**src/rtl/ltc2308_responder.sv**
```systemverilog
`default_nettype none
// ============================================================================
// Module   : ltc2308_responder
// Brief    : Emulates the far end of an LTC2308 SPI link, returning per-channel
//            12-bit values with the part's pipelined channel selection.
// Revision : 1.0
// ============================================================================
module ltc2308_responder #(
    parameter int CONV_CYCLES = 80
) (
    input  logic        clk,
    input  logic        reset,
    input  logic        convst,
    input  logic        sck,
    input  logic        sdi,
    output logic        sdo,
    input  logic [95:0] chan_data,
    output logic        busy,
    output logic [5:0]  cfg_active,
    output logic        frame_err
);

    localparam logic [1:0] c_st_idle  = 2'd0;
    localparam logic [1:0] c_st_conv  = 2'd1;
    localparam logic [1:0] c_st_shift = 2'd2;
    localparam logic [5:0] c_cfg_rst  = 6'b100010;
    localparam logic [9:0] c_cnt_last = 10'(CONV_CYCLES - 1);

    logic [1:0]  r_state;
    logic        r_convst_s1, r_convst_s2, r_convst_d;
    logic        r_sck_s1, r_sck_s2, r_sck_d;
    logic        r_sdi_s1, r_sdi_s2;
    logic [9:0]  r_cnt;
    logic [2:0]  r_rx;
    logic [3:0]  r_tx;
    logic [11:0] r_shift;
    logic [5:0]  r_cfg_shift;
    logic [5:0]  r_cfg_next;

    logic        w_convst_rise, w_sck_rise, w_sck_fall;
    logic [2:0]  w_ch;
    logic [11:0] w_raw, w_result;
    logic [5:0]  w_cfg_upd;

    assign w_convst_rise = r_convst_s2 & ~r_convst_d;
    assign w_sck_rise    = r_sck_s2 & ~r_sck_d;
    assign w_sck_fall    = ~r_sck_s2 & r_sck_d;

    // Channel index is {S1,S0,O/S}; S/D does not alter the mapping.
    assign w_ch = {cfg_active[3], cfg_active[2], cfg_active[4]};

    always_comb begin
        w_raw = 12'd0;
        for (int k = 0; k < 8; k++) begin
            if (w_ch == 3'(k)) w_raw = chan_data[12*k +: 12];
        end
    end

    assign w_result  = w_raw ^ {~cfg_active[1], 11'd0};
    assign w_cfg_upd = (r_rx == 3'd6) ? r_cfg_shift : r_cfg_next;

    always_ff @(posedge clk) begin
        if (reset) begin
            r_state     <= c_st_idle;
            r_convst_s1 <= 1'b0;
            r_convst_s2 <= 1'b0;
            r_convst_d  <= 1'b0;
            r_sck_s1    <= 1'b0;
            r_sck_s2    <= 1'b0;
            r_sck_d     <= 1'b0;
            r_sdi_s1    <= 1'b0;
            r_sdi_s2    <= 1'b0;
            r_cnt       <= 10'd0;
            r_rx        <= 3'd0;
            r_tx        <= 4'd0;
            r_shift     <= 12'd0;
            r_cfg_shift <= 6'd0;
            r_cfg_next  <= c_cfg_rst;
            cfg_active  <= c_cfg_rst;
            sdo         <= 1'b0;
            busy        <= 1'b0;
            frame_err   <= 1'b0;
        end else begin
            r_convst_s1 <= convst;
            r_convst_s2 <= r_convst_s1;
            r_convst_d  <= r_convst_s2;
            r_sck_s1    <= sck;
            r_sck_s2    <= r_sck_s1;
            r_sck_d     <= r_sck_s2;
            r_sdi_s1    <= sdi;
            r_sdi_s2    <= r_sdi_s1;

            case (r_state)
                c_st_idle: begin
                    sdo  <= 1'b0;
                    busy <= 1'b0;
                    if (w_convst_rise) begin
                        r_state    <= c_st_conv;
                        cfg_active <= r_cfg_next;
                        r_cnt      <= 10'd0;
                        busy       <= 1'b1;
                    end
                end
                c_st_conv: begin
                    sdo <= 1'b0;
                    if (w_convst_rise || w_sck_rise || w_sck_fall) frame_err <= 1'b1;
                    if (r_cnt == c_cnt_last) begin
                        r_shift <= w_result;
                        sdo     <= w_result[11];
                        r_rx    <= 3'd0;
                        r_tx    <= 4'd0;
                        busy    <= 1'b0;
                        r_state <= c_st_shift;
                    end else begin
                        r_cnt <= r_cnt + 10'd1;
                    end
                end
                c_st_shift: begin
                    // A frame-ending convst wins over any sck edge in the same cycle.
                    if (w_convst_rise) begin
                        if (r_rx != 3'd6) frame_err <= 1'b1;
                        r_cfg_next <= w_cfg_upd;
                        cfg_active <= w_cfg_upd;
                        r_cnt      <= 10'd0;
                        busy       <= 1'b1;
                        sdo        <= 1'b0;
                        r_state    <= c_st_conv;
                    end else begin
                        if (w_sck_rise && r_rx < 3'd6) begin
                            r_cfg_shift <= {r_cfg_shift[4:0], r_sdi_s2};
                            r_rx        <= r_rx + 3'd1;
                        end
                        if (w_sck_fall && r_tx < 4'd12) begin
                            r_tx    <= r_tx + 4'd1;
                            r_shift <= {r_shift[10:0], 1'b0};
                            sdo     <= r_shift[10];
                        end
                    end
                end
                default: begin
                    r_state <= c_st_idle;
                    sdo     <= 1'b0;
                    busy    <= 1'b0;
                end
            endcase
        end
    end

endmodule
`default_nettype wire

```
**config.mk**
```make
export PLATFORM = sky130hd
export DESIGN_NAME = ltc2308_responder
export DESIGN_NICKNAME = d
export VERILOG_FILES = /design/src/rtl/ltc2308_responder.sv
export SDC_FILE = /design/constraint.sdc
export NUM_CORES = 1
export LEC_CHECK = 0
export BUFFER_PORTS_ARGS = -buffer_cell sky130_fd_sc_hd__buf_4
export CORE_MARGIN = 5
export CORE_UTILIZATION = 55
export CTS_CLUSTER_SIZE = 16
export DETAILED_ROUTE_END_ITERATION = 8
export PLACE_DENSITY = 0.87
export SLEW_MARGIN = 20
export SYNTH_ARGS = -nofsm -noshare
export SYNTH_HDL_FRONTEND = slang
export SYNTH_SLANG_ARGS = --single-unit
```
**constraint.sdc**
```tcl
create_clock -name clk -period 3.41 [get_ports clk]
set_input_delay 0.682 -clock clk [delete_from_list [all_inputs] [get_ports clk]]
set_output_delay 0.682 -clock clk [all_outputs]
set_load 0.02 [all_outputs]
```
# Word level (Yosys, flattened, before mapping)
# Cells that the tools add are included.
[op_classes] n_addsub=3 order_cmp=2 n_eq_ne=23 n_mux=42 bitwise_logic=9 reduce_logical=19
[op_table] cell="two-way mux 12 bit" count=8
[op_table] cell="two-way mux 11 bit" count=3
[op_table] cell="one-hot mux 11 bit (2 select lines)" count=1
[op_table] cell="two-way mux 10 bit" count=2
[op_table] cell="one-hot mux 10 bit (2 select lines)" count=1
[op_table] cell="two-way mux 6 bit" count=3
[op_table] cell="!= test 2 bit, second input constant" count=9
[op_table] cell="== test 3 bit, second input constant" count=5
[op_table] cell="two-way mux 4 bit" count=3
[op_table] cell="one-hot mux 6 bit (2 select lines)" count=1
[op_table] cell="AND reduction 4 bit" count=3
[op_table] cell="bitwise XOR 12 bit" count=1
[op_table] cell="adder 10 x 1 -> 10 bit, second input constant" count=1
[op_table] cell="== test 10 x 7 -> 1 bit, second input constant" count=1
[op_table] cell="two-way mux 1 bit" count=9
[op_table] cell="two-way mux 3 bit" count=3
[op_table] cell="AND reduction 3 bit" count=3
[op_table] cell="one-hot mux 4 bit (2 select lines)" count=1
[op_table] cell="== test 3 x 2 -> 1 bit, second input constant" count=2
[op_table] cell="!= test 3 bit, second input constant" count=2
[op_table] cell="one-hot mux 3 bit (2 select lines)" count=1
[op_table] cell="AND reduction 2 bit" count=3
[op_table] cell="nonzero test 2 bit" count=3
[op_table] cell="inverter 1 bit" count=5
[op_table] cell="other kinds (18)" count=24
[totals] regBits=59 word_cells=117

# Logic depth before layout (Yosys ltp)
[logic_depth] word_depth=12 mapped_depth=9 mapped_depth_nobuf=7

# Worst setup path after synthesis
# Ideal clock, no wire load.
[synth_path] path_kind="flip-flop to flip-flop" from="register cfg_active[3]" to="register r_shift[10]" setup_ps=132 arrival_ps=1887 required_time_ps=3278 path_slack_ps=1391 stages_incl_launch_ff=7 path_buffers=2 period_less_slack_ps=2019 path_cell_list="dfxtp_1 -> clkbuf_1 -> clkbuf_1 -> mux4_2 -> mux2_2 -> a22oi_1 -> a21oi_1"
[synth_between] elab_chain_cells=12 word_cells_on_any_way=19
[synth_lines] item="from (decl)" line_no="19" rtl="output logic [5:0] cfg_active,"
[synth_lines] item="from (signal assigned)" line_no="79" rtl="cfg_active <= c_cfg_rst;"
[synth_lines] item="from (signal assigned)" line_no="99" rtl="cfg_active <= r_cfg_next;"
[synth_lines] item="from (signal assigned)" line_no="123" rtl="cfg_active <= w_cfg_upd;"
[synth_lines] item="logical NOT 3 bit" line_no="55" rtl="if (w_ch == 3'(k)) w_raw = chan_data[12*k +: 12];"
[synth_lines] item="two-way mux 12 bit (7 in series)" line_no="55"
[synth_lines] item="two-way mux 12 bit *" line_no="55"
[synth_lines] item="bitwise XOR 12 bit *" line_no="59" rtl="assign w_result = w_raw ^ {~cfg_active[1], 11'd0};"
[synth_lines] item="two-way mux 11 bit *" line_no="107" rtl="if (r_cnt == c_cnt_last) begin"
[synth_lines] item="one-hot mux 11 bit (2 select lines) *" line_no="93" rtl="case (r_state)"
[synth_lines] item="to (signal assigned)" line_no="108" rtl="r_shift <= w_result;"
[synth_lines] item="to (signal assigned)" line_no="135" rtl="r_shift <= {r_shift[10:0], 1'b0};"
[synth_lines] item="to (decl)" line_no="36" rtl="logic [11:0] r_shift;"
# Mark *: on every way between the ends. The rest lies on a longest branch, timed or not. The select of a mux whose other input is x is not followed.
# A chain may end at the register's enable or synchronous reset.

# Worst setup path in the final report
[layout_path] from="register r_cnt[8]" to="register r_shift[4]"
[layout_between] elab_chain_cells=3
[layout_lines] item="from (decl)" line_no="33" rtl="logic [9:0] r_cnt;"
[layout_lines] item="from (signal assigned)" line_no="115" rtl="r_cnt <= r_cnt + 10'd1;"
[layout_lines] item="== test 10 x 7 -> 1 bit" line_no="107"
[layout_lines] item="!= test 2 bit (no source line)"
[layout_lines] item="AND reduction 4 bit (no source line)"
# Every way passes these cells.

==> run_results.csv <==
group,metric,value,unit
outcome,status,"complete, no violations",
cts,cts.clk_slew.worst_paths,0.07,ns
finish,final_common_cell,"buf_4",
worst_setup_path,slowest_delay,0.58,ns
worst_setup_path,end_kind,"flip-flop",
timing,worst_pin_slew,1.01,ns
floorplan,io_pins,110,
routing,via_count,3026,
cts,insertion_delay,0.33,ns
timing,fin_crit_sh,73.0,%
pwr,p_int,1200,uW
cts,numCtsBuffers,9,
pwr,pwr-share-comb,15.6,%
place,place_ws,0.974,ns
timing,tns,0,ns
grt,overflow,0,
logic_synthesis,yosys-top-cells-area,"dfxtp_1 (36%), mux4_2 (15%), mux2i_1 (6.0%), nor2_1 (4.6%), mux2_2 (3.4%)",
place,io_buffers,109,
logic_synthesis,yosysSeqAreaShare,35.5,%
routing,firstDrtPassIters,4,
pwr,clkPwrFrac,38.1,%
routing,ant_nets,0,
worst_setup_path,crit_chain,"or4b_4 > o31ai_4 > nand3_1 > a222oi_1 > nor2_1",
pwr,power.leakage,0.00178,uW
cts,clock-sinks,59,
floorplan,initial_core_util,56.5,%
logic_synthesis,syn-num-nets,446,
grt,grt_usage,25.5,%
place,place.gp.congestion,0.899,
logic_synthesis,ys_types,51,
logic_synthesis,ys.flop_type,"dfxtp_1",
floorplan,die_h,87.8,um
cts,cts_tree,"built",
timing,relSlewSlack,32.3,%
pwr,sw_frac_of_total,24.1,%
routing,drtIter0Drc,239,
logic_synthesis,syn_avg_cell_area,9.84,um^2
routing,wirelength,9260,um
timing,setup_viol,0,
routing,drc_errors,0,
worst_setup_path,cp-start-kind,"flip-flop",
cts,cts.repair.resized,0,
timing,fin_ws,0.920,ns
cts,cts_setup_buffers,0,
cts,cts_root_buffer,"clkbuf_8",
grt,antenna_found_initial,0,
worst_setup_path,cp.required,3.61,ns
finish,layout-drive-gt1-share,37.6,%
timing,fmax,402,MHz
routing,wl_per_cell,17.8,um
routing,vias_per_cell,5.83,
grt,grt_max_degree,54,
logic_synthesis,syn_inst,338,
pwr,power.density,362,nW/um^2
timing,maxSlewViolCount,0,
finish,layout_common_cells,"buf_4 (111), dfxtp_1 (58), nor2_1 (41)",
logic_synthesis,yosysWarnings,0,
floorplan,die_area,7700,um^2
pwr,fin_total_pwr,1580,uW
floorplan,die-width,87.8,um
logic_synthesis,yosysTopAreaCell,"dfxtp_1",
finish,syn2layout_area_growth,30.7,%
worst_setup_path,arrival,2.69,ns
logic_synthesis,synth_top_area_share,35.5,%
finish,diodes,0,
timing,period_needed,2.49,ns
min_path,hold_path_class,"flip-flop to flip-flop",
logic_synthesis,async_reset_ff_share,0,%
cts,cts_buffer_depth,2,
floorplan,num_rows,28,
cts,cts.htree.levels,3,
finish,fin_nets,547,
floorplan,core,5890,um^2
grt,grt_pass1_vias,3007,
worst_setup_path,critical_path_class,"flip-flop to flip-flop",
logic_synthesis,synth_edf_count,0,
cts,hold_buffers,0,
grt,grt_pass1_wl,15000,um
finish,fillers,414,
pwr,switchingPower,379,uW
logic_synthesis,synth_seq_cells,59,
worst_setup_path,cp_slowest_cell,"or4b_4",
timing,clock_skew,0.00998,ns
logic_synthesis,synthesis.area,3330,um^2
timing,grt_setup_unrepaired,"false",
place,dpl.hpwl,7100,um
timing,hold_viol_final,0,
pwr,seqPwrFrac,46.3,%
pwr,peakVddDrop,429,uV
flow_run,cap_violations,0,
worst_setup_path,cp_max_fo,15,
## sequential cells by signal (all words and copies together) (netlist names), 2 cells and up
| signal | flops |
|---|---|
| cfg_active | 6 |
| r_cfg_next | 6 |
| r_cfg_shift | 6 |
| r_cnt | 10 |
| r_rx | 3 |
| r_shift | 11 |
| r_state | 2 |
| r_tx | 4 |
## cells in the mapped netlist (2+ instances only)
cell type   n
nor3b_1     3
o21ai_0     6
nor2_1     41
mux2i_1    20
nand2_1    23
nor2b_1    15
and3_1      2
nand3_1    10
nor3_1      7
a211o_1     5
clkbuf_1   16
a31o_2      2
ha_1        7
buf_2       2
a22oi_1    10
a21o_1      2
a211oi_1    6
a21oi_1    20
nand2b_1    3
dfxtp_1    59
a31oi_1     2
xor2_1      7
nand4_1     6
inv_1       4
mux4_2     22
xnor2_1     4
mux2_2     10
## logic make-up after synthesis
kind of cell | after synthesis | synth area share (%)
AO/OA/AOI/OAI | 61 | 12.7
XOR/XNOR | 11 | 2.90
adder cells (fa/ha/maj) | 7 | 2.63
buffers and inverters | 26 | 3.35
flip-flops | 59 | 35.5
multiplexers | 52 | 24.3
AND/OR/NAND/NOR | 122 | 18.6
## through the flow
stage / hold WS, ns / std cells / instance area [um^2] / util [%]
after global routing: 0.470 / 519 / 4350 / 73.9
after detailed placement: 0.428 / 503 / 4160 / 70.7
after global placement: 0.416 / 503 / 4160 / 70.7
after floorplan: 0.414 / 338 / 3330 / -
final: 0.445 / 519 / 4350 / 73.9
after CTS: 0.449 / 519 / 4350 / 73.9
## power by group through the flow
stage	Clock, uW	Sequential, uW	Combinational (uW)
2_1_floorplan	0	732	138
3_3_place_gp	0	745	237
3_5_place_dp	0	746	243
4_1_cts	610	731	244
5_1_grt	647	734	264
6_report	600	730	246
## final timing paths
path | from | endpoint | slack [ns] | depth (start not counted)
setup / recovery | r_cnt[8] | r_shift[4] | 0.92 | 5
hold / removal | r_sck_s1 | r_sck_s2 | 0.44 | 1
setup reg to reg | r_cnt[8] | r_shift[4] | 0.92 | 5
hold reg to reg | r_sck_s1 | r_sck_s2 | 0.44 | 1
## per-layer routing
layer | GRT usage (%) | routed length, um | up-vias
met1 | 31.1 | 3790 | 1476
li1 | - | - | 1454
met5 | 0 | 0 | -
met3 | 6.11 | 537 | 16
met4 | 9.62 | 168 | 0
met2 | 43.5 | 4760 | 80
## area by class of cell
| cell class | count | area, um^2 | share of cell area [%] |
|---|---|---|---|
| Multi-Input combinational cell | 253 | 2030 | 46.8 |
| Clock buffer | 11 | 131 | 3.02 |
| Inverter | 5 | 18.8 | 0.432 |
| Clock inverter | 5 | 53.8 | 1.24 |
| Tap cell | 75 | 93.8 | 2.16 |
| Sequential cell | 59 | 1180 | 27.2 |
| Timing Repair Buffer | 111 | 833 | 19.2 |
## worst max-delay path: cells and delay by family (launching register included)
family          cells  cell delay, ns
compound gates      2            0.88
simple gates        3            1.14
flops               1            0.34
Power figures use the tool's default switching activity.
